`src/rtl/wrr_arbiter.sv`:
```
// Weighted round-robin arbiter: combinational grant search from a rotating pointer,
// with per-requester burst credits loaded from the winner's weight at burst start.
module wrr_arbiter #(
  parameter int NUM_REQ      = 8,
  parameter int PTR_WIDTH    = $clog2(NUM_REQ),
  parameter int WEIGHT_WIDTH = 4
) (
  input  logic                            i_clk,
  input  logic                            i_rstn,
  input  logic [NUM_REQ-1:0]              i_req,
  input  logic [NUM_REQ*WEIGHT_WIDTH-1:0] i_weights,
  input  logic                            i_gnt_ready,
  output logic                            o_gnt_valid,
  output logic [PTR_WIDTH-1:0]            o_gnt_idx,
  output logic [NUM_REQ-1:0]              o_gnt_onehot,
  output logic                            o_burst_last
);

  typedef enum logic {IDLE = 1'b0, HOLD = 1'b1} state_e;

  state_e                  state_q;
  logic [PTR_WIDTH-1:0]    ptr_q;
  logic [WEIGHT_WIDTH-1:0] credit_q;

  logic                    found;
  logic [PTR_WIDTH-1:0]    cand;
  logic [PTR_WIDTH-1:0]    winner;
  logic [PTR_WIDTH-1:0]    next_ptr;
  logic [WEIGHT_WIDTH-1:0] weight_sel;
  logic [WEIGHT_WIDTH-1:0] weight_eff;
  logic                    continued;
  logic                    accept;

  // Index arithmetic wraps at NUM_REQ, not at 2**PTR_WIDTH, so odd sizes never visit holes.
  function automatic logic [PTR_WIDTH-1:0] wrap_add(input logic [PTR_WIDTH-1:0] base,
                                                    input int offs);
    int sum;
    sum = int'(base) + offs;
    if (sum >= NUM_REQ) sum = sum - NUM_REQ;
    return PTR_WIDTH'(sum);
  endfunction

  // NOTE: every signal written here gets a default first, so no path leaves it
  // unassigned and no latch is inferred.
  always_comb begin
    found  = 1'b0;
    winner = '0;
    cand   = '0;
    for (int i = 0; i < NUM_REQ; i++) begin
      cand = wrap_add(ptr_q, i);
      if (!found && i_req[cand]) begin
        found  = 1'b1;
        winner = cand;
      end
    end
  end

  always_comb begin
    weight_sel   = '0;
    o_gnt_onehot = '0;
    for (int k = 0; k < NUM_REQ; k++) begin
      if (winner == PTR_WIDTH'(k)) begin
        weight_sel      = i_weights[k*WEIGHT_WIDTH +: WEIGHT_WIDTH];
        o_gnt_onehot[k] = found;
      end
    end
  end

  assign weight_eff   = (weight_sel == '0) ? WEIGHT_WIDTH'(1) : weight_sel;
  assign next_ptr     = wrap_add(winner, 1);
  assign continued    = (state_q == HOLD) && (winner == ptr_q);
  assign accept       = found && i_gnt_ready;
  assign o_gnt_valid  = found;
  assign o_gnt_idx    = winner;
  // A holder that dropped its request loses the lock: any other winner starts a fresh burst.
  assign o_burst_last = found && ((!continued && weight_eff == WEIGHT_WIDTH'(1)) ||
                                  ( continued && credit_q   == WEIGHT_WIDTH'(1)));

  // NOTE: state registers use non-blocking assignments so every update in this
  // block sees the pre-edge values, independent of statement order.
  always_ff @(posedge i_clk or negedge i_rstn) begin
    if (!i_rstn) begin
      state_q  <= IDLE;
      ptr_q    <= '0;
      credit_q <= '0;
    end else if (accept) begin
      if (continued) begin
        credit_q <= credit_q - WEIGHT_WIDTH'(1);
        if (credit_q == WEIGHT_WIDTH'(1)) begin
          ptr_q   <= next_ptr;
          state_q <= IDLE;
        end
      end else if (weight_eff == WEIGHT_WIDTH'(1)) begin
        ptr_q   <= next_ptr;
        state_q <= IDLE;
      end else begin
        ptr_q    <= winner;
        credit_q <= weight_eff - WEIGHT_WIDTH'(1);
        state_q  <= HOLD;
      end
    end
  end

endmodule
```
`config.mk`:
```
export PLATFORM = sky130hd
export DESIGN_NAME = wrr_arbiter
export DESIGN_NICKNAME = d
export VERILOG_FILES = /design/src/rtl/wrr_arbiter.sv
export SDC_FILE = /design/constraint.sdc
export NUM_CORES = 1
export LEC_CHECK = 0
export ABC_AREA = 1
export CAP_MARGIN = 5
export CORE_ASPECT_RATIO = 0.75
export CORE_MARGIN = 3
export CORE_UTILIZATION = 40
export CTS_BUF_LIST = sky130_fd_sc_hd__clkbuf_8 sky130_fd_sc_hd__clkbuf_16
export DETAILED_ROUTE_END_ITERATION = 16
export PLACE_DENSITY = 0.71
export SYNTH_ARGS = -nofsm -noshare
export SYNTH_HDL_FRONTEND = slang
export SYNTH_SLANG_ARGS = --single-unit
```
`constraint.sdc`:
```
create_clock -name i_clk -period 7.1 [get_ports i_clk]
set_input_delay 2.13 -clock i_clk [delete_from_list [all_inputs] [get_ports i_clk]]
set_output_delay 2.13 -clock i_clk [all_outputs]
set_load 0.01 [all_outputs]
```
# ---- After elaboration in Yosys (flattened, before gate mapping)
# Cells that the tools add are included.
dict set report word_totals {
  word_cells 142
  input_bits 43
  mem_bits_rw 0
  mem_bits_ro 0
  latch_bits 0
  out_inout_bits 13
  reg_bits 8
  n_memories 0
}
dict set report classes {
  n_bitwise 0
  reduce_logical 25
  n_eq_ne 12
  add_sub_neg 19
  muxes 66
  magnitude_cmp 17
  shift 0
  n_mul 0
  div 0
}
# op count
set op_table {}
lappend op_table {{$mux 3} 20}
lappend op_table {{$mux 4} 11}
lappend op_table {{$ge 4x4->1 const B} 8}
lappend op_table {{$lt 3x4->1 const B} 8}
lappend op_table {{$mux 1} 27}
lappend op_table {{$sub 3x1->3 const B} 9}
lappend op_table {{$bmux 1 s3} 8}
lappend op_table {{$add 3x3->4 const B} 4}
lappend op_table {{$eq 3x3->1 const B} 4}
lappend op_table {{$logic_and 1x1->1} 12}
lappend op_table {{$add 3x1->4 const B} 2}
lappend op_table {{$add 3x2->4 const B} 2}
lappend op_table {{$eq 4x1->1 const B} 2}
lappend op_table {{$logic_not 1->1} 8}
lappend op_table {{$sub 4x1->4 const B} 2}
lappend op_table {{$eq 3x2->1 const B} 2}
lappend op_table {{$ge 3x4->1 const B} 1}
lappend op_table {{$logic_not 4->1} 1}
lappend op_table {{$reduce_and 2->1} 2}
lappend op_table {{$eq 3x1->1 const B} 1}
lappend op_table {{$eq 3x3->1} 1}
lappend op_table {{$logic_not 3->1} 1}
lappend op_table {{$ne 2x1->1 const B} 1}
lappend op_table {{$ne 2x2->1 const B} 1}
lappend op_table {{$logic_or 1x1->1} 1}

# ---- Depth between registers and ports, before layout
dict set report depth {
  depth_word 41
  ltp_mapped 38
  ltp_nobuf 37
}

# ---- Worst setup path before layout
# No wires, ideal clock.
dict set report synth_path {
  path_kind {input -> output}
  start {input port i_req[7]}
  end {output port o_burst_last}
  path_slack_ns -0.058
  cell_stages 28
  arrival_time_ns 5.028
  path_cell_list {nand2_1 nand3_1 nand3_1 nand2_4 nor2_1 nand2_1 nand2_1 nor2_1 nand3_1 nor2_1 nand3_2 inv_2 ha_1 inv_1 nor2_4 inv_2 o21ai_0 inv_2 nand2_1 nand2_1 nand2_1 nand3_1 nand2_1 ha_1 nand3_4 nand2_2 nand2_1 nor2_1}
}
dict set report synth_via {
  elab_chain_len 39
  elab_cells_between_ends 72
  classes_between {eq/ne (9); mux (41); reduce/logical (22)}
}
# item line
set synth_lines {}
lappend synth_lines {{from (decl)} 10} ;# input logic [NUM_REQ-1:0] i_req,
lappend synth_lines {{$bmux 1 s3} 51} ;# if (!found && i_req[cand]) begin
lappend synth_lines {{$mux 1 (not written as such)} 51}
lappend synth_lines {{$mux 1} 51}
lappend synth_lines {{$logic_not 1->1} 51}
lappend synth_lines {{$logic_and 1x1->1} 51}
lappend synth_lines {{$mux 1} 51}
lappend synth_lines {{$logic_not 1->1} 51}
lappend synth_lines {{$logic_and 1x1->1} 51}
lappend synth_lines {{(+16 left out)} -}
lappend synth_lines {{net o_gnt_idx[1]} 14} ;# output logic [PTR_WIDTH-1:0] o_gnt_idx,
lappend synth_lines {{$logic_not 3->1} 62} ;# if (winner == PTR_WIDTH'(k)) begin
lappend synth_lines {{$mux 4 (8 in series)} 62}
lappend synth_lines {{$logic_not 4->1} 69} ;# assign weight_eff = (weight_sel == '0) ? WEIGHT_WIDTH'(1) : weight_sel;
lappend synth_lines {{$mux 4} 69}
lappend synth_lines {{$eq 4x1->1} 76} ;# assign o_burst_last = found && ((!continued && weight_eff == WEIGHT_WIDTH'(1)) ||
lappend synth_lines {{$logic_and 1x1->1} 76}
lappend synth_lines {{$logic_or 1x1->1 *} 76}
lappend synth_lines {{$logic_and 1x1->1 *} 76}
lappend synth_lines {{to (decl)} 16} ;# output logic o_burst_last
# The timed path passes the listed nets; every way through them passes the cells marked *. The select of a mux whose other input is x is not followed.

# ---- Final worst setup path
dict set report layout_path {
  start {input port i_req[5]}
  end {output port o_burst_last}
}
dict set report layout_via {
  elab_chain_len 39
  elab_cells_between_ends 72
  classes_between {eq/ne (9); mux (41); reduce/logical (22)}
}
# item line
set layout_lines {}
lappend layout_lines {{$bmux 1 s3} 51}
lappend layout_lines {{$mux 1 (not written as such)} 51}
lappend layout_lines {{$mux 1} 51}
lappend layout_lines {{$logic_not 1->1} 51}
lappend layout_lines {{$logic_and 1x1->1} 51}
lappend layout_lines {{$mux 1} 51}
lappend layout_lines {{$logic_not 1->1} 51}
lappend layout_lines {{$logic_and 1x1->1} 51}
lappend layout_lines {{(+16 left out)} -}
lappend layout_lines {{$logic_not 3->1} 62}
lappend layout_lines {{$mux 4 (8 in series)} 62}
lappend layout_lines {{$logic_not 4->1} 69}
lappend layout_lines {{$mux 4} 69}
lappend layout_lines {{$eq 4x1->1} 76}
lappend layout_lines {{$logic_and 1x1->1} 76}
lappend layout_lines {{$logic_or 1x1->1} 76}
lappend layout_lines {{$logic_and 1x1->1 *} 76}
# Mark *: on every way between the ends. The rest lies on a longest branch, timed or not. The select of a mux whose other input is x is not followed.

==> results.json <==
{
  "outcome": "complete, but fails checks",
  "violations": "setup timing",
  "post_synth.cell_area_avg_um2": 5.54,
  "finalNetCount": 522,
  "setup_ws_ns": -0.222,
  "syn_to_final_growth_pct": 83.0,
  "worst_ep_arrival_time_ns": 5.19,
  "root_buffer": "clkbuf_8",
  "critPathSlowestCell": "ha_4",
  "rows": 21,
  "synthXorXnorAreaFrac_pct": 3.48,
  "synth_compound_area_share_pct": 8.70,
  "rsz0062_at_grt": "yes",
  "cp_max_fo": 4,
  "drc": 0,
  "vias": 2896,
  "max_stage_delay_ns": 0.17,
  "viasPerCell": 5.52,
  "required_ns": 4.97,
  "syn_nets": 402,
  "globalplace.congestion": 1.03,
  "routedWlPerCell_um": 16.2,
  "hpwl_um": 5030,
  "r2r_start": "ptr_q[1]",
  "nFillCells": 306,
  "synth_mux_area_share_pct": 0,
  "die_h_um": 66.3,
  "drv_slew": 0,
  "io_pins": 56,
  "tightest_slew_ns": 0.766,
  "diodes": 0,
  "fin_crit_sh_pct": 103,
  "syn_area_um2": 1940,
  "grt_pass1_wl_um": 11700,
  "die_w_um": 86.4,
  "ys_warn_count": 0,
  "relSlewSlack_pct": 48.5,
  "drt-total-wl_um": 8490,
  "overflow": 0,
  "start_util_pct": 42.4,
  "start_kind": "input pin",
  "antenna_found_initial": 0,
  "htree_levels": 1,
  "ys_seq_area_share_pct": 10.3,
  "drive_gt1_share_pct": 44.0,
  "insertion_delay_ns": 0.23,
  "io_buffers": 55,
  "hold_class": "register to register",
  "synth_top_area_share_pct": 24.2,
  "yosys.area_share.simple_pct": 60.1,
  "core_um2": 4570,
  "startpoint": "i_req[5]",
  "grt_max_degree": 16,
  "hold_start": "credit_q[3]",
  "grt_pass1_vias": 2514,
  "synth_cells": 350,
  "fin_util_pct": 77.7,
  "cts_buffers": 3,
  "grt_use_total_pct": 25.2,
  "ys_ff_latch": 8,
  "synth_top_family_by_area": "simple AND/OR/NAND/NOR gates",
  "r2r_setup_slack_ns": 2.09,
  "max_cap_viol_count": 0,
  "critPathKind": "input pin to output pin",
  "postRouteAntennaNets": 0,
  "fmax_mhz": 137,
  "clock_path_buffers": 2,
  "stdcell_count": 525,
  "crit_path_end_kind": "output pin",
  "first_iter_violations": 294,
  "path_clk_slew_ns": 0.04,
  "cts_hold_buf": 0,
  "cts_tree": "done",
  "dieArea_um2": 5730,
  "synthAdderAreaFrac_pct": 5.80,
  "synth.distinct_cells": 33,
  "setup_viol": 1,
  "synth_top_cells_by_area": "nand2_1, nand3_1, dfrtp_1",
  "finalHoldViolCount": 0,
  "skew_ns": 0.00276,
  "first_pass_iters": 5,
  "fin_crit_ns": 7.32,
  "dp.cells": 502,
  "synth_top_cell_by_area": "nand2_1",
  "clkSinkCount": 8
}
-- synth_stat cells --
| cell | number |
|---|---|
| xnor2_2 | 1 |
| o21ai_0 | 15 |
| nor2_2 | 3 |
| a31oi_1 | 1 |
| clkinv_1 | 1 |
| nand4_1 | 5 |
| o21bai_1 | 1 |
| nor3_1 | 6 |
| nand3_2 | 6 |
| o21ai_1 | 2 |
| inv_2 | 18 |
| xor2_2 | 1 |
| a31oi_2 | 1 |
| nand2_2 | 8 |
| xnor2_1 | 2 |
| nand2_4 | 2 |
| a21oi_2 | 1 |
| nor2_4 | 6 |
| o21ai_2 | 1 |
| dfrtp_1 | 8 |
| a21oi_1 | 8 |
| nor2_1 | 26 |
| nand3_4 | 1 |
| ha_1 | 9 |
| buf_6 | 2 |
| inv_1 | 29 |
| nand2_1 | 125 |
| nand4_4 | 1 |
| buf_4 | 3 |
| or2_2 | 2 |
| nand3_1 | 51 |
| xor2_1 | 2 |
| or2_1 | 2 |
-- cell usage in the layout, fill, tap and decap left out, types with 4 or more instances in the layout --
| cell type | n |
|---|---|
| nor3_1 | 5 |
| a21oi_1 | 7 |
| ha_4 | 4 |
| nor2_1 | 18 |
| nand2_2 | 27 |
| inv_2 | 18 |
| nand2_1 | 93 |
| nand3_1 | 25 |
| nor2_2 | 9 |
| nand4_1 | 5 |
| nand3_2 | 19 |
| buf_4 | 60 |
| ha_1 | 5 |
| nor2_4 | 8 |
| nand3_4 | 14 |
| inv_1 | 26 |
| buf_6 | 12 |
| o21ai_1 | 6 |
| clkdlybuf4s50_1 | 46 |
| dfrtp_1 | 8 |
| o21ai_0 | 9 |
| nand2_4 | 15 |
-- what timing repair did --
item,4_1_cts,5_1_grt
endpoints found under the setup margin,2,1
pin swaps,49,39
gates resized for setup,124,43
buffers inserted,12,8
endpoints found under the hold margin,0,0
-- layout make-up --
| class | instances | area (µm²) | area share (%) |
|---|---|---|---|
| inverters | 48 | 188 | 5.29 |
| well taps | 57 | 71.3 | 2.01 |
| flip-flops and latches | 8 | 200 | 5.64 |
| multi-input cells | 289 | 1980 | 55.9 |
| clock buffers | 3 | 41.3 | 1.16 |
| repair buffers | 120 | 1070 | 30.0 |
-- worst max-delay path, delay by kind of cell --
kind	cells	cell delay [ns]
buffers and inverters	3	0.35
adder cells (fa/ha/maj)	2	0.31
AND/OR/NAND/NOR	27	2.34
AO/OA/AOI/OAI	1	0.07
-- final timing paths --
kind / to / depth (start not counted)
worst min register to register: credit_q[3] / 2
worst max-delay path: o_burst_last / 33
worst max register to register: ptr_q[1] / 35
max in group asynchronous: ptr_q[1] / 1
worst min-delay path: credit_q[3] / 2
min in group asynchronous: credit_q[1] / 1
-- registers in the layout (all words and copies together), names as in the netlist --
signal / count
ptr_q: 3
state_q: 1
credit_q: 4
-- logic make-up (layout without fill, tap and decap cells) --
family	count (synthesis)	in the layout
AO/OA/AOI/OAI	30	30
XOR/XNOR	6	6
adder cells (fa/ha/maj)	9	9
buffers and inverters	53	171
flip-flops	8	8
AND/OR/NAND/NOR	244	244
-- through the flow --
stage | setup TNS (ns) | setup WS [ns] | hold slack, ns | instance area (µm²)
after floorplan | 0 | 0.00626 | 0.447 | 1950
after global placement | -0.986 | -0.984 | 0.476 | 2860
after detailed placement | -1.10 | -1.07 | 0.478 | 2860
after CTS | 0 | 0.00369 | 0.490 | 3290
after global routing | -0.449 | -0.449 | 0.525 | 3550
final | -0.222 | -0.222 | 0.501 | 3550
-- layer usage --
layer / global-route usage [%] / up-vias / routed length (µm)
met2: 40.4 / 168 / 3880
met3: 4.48 / 62 / 634
met5: 0 / - / 0
li1: - / 1359 / -
met1: 34.3 / 1307 / 3560
met4: 7.39 / 0 / 420
Power is not shown: default switching activity piles up to over one toggle a cycle in this logic, so the estimate is an artifact.
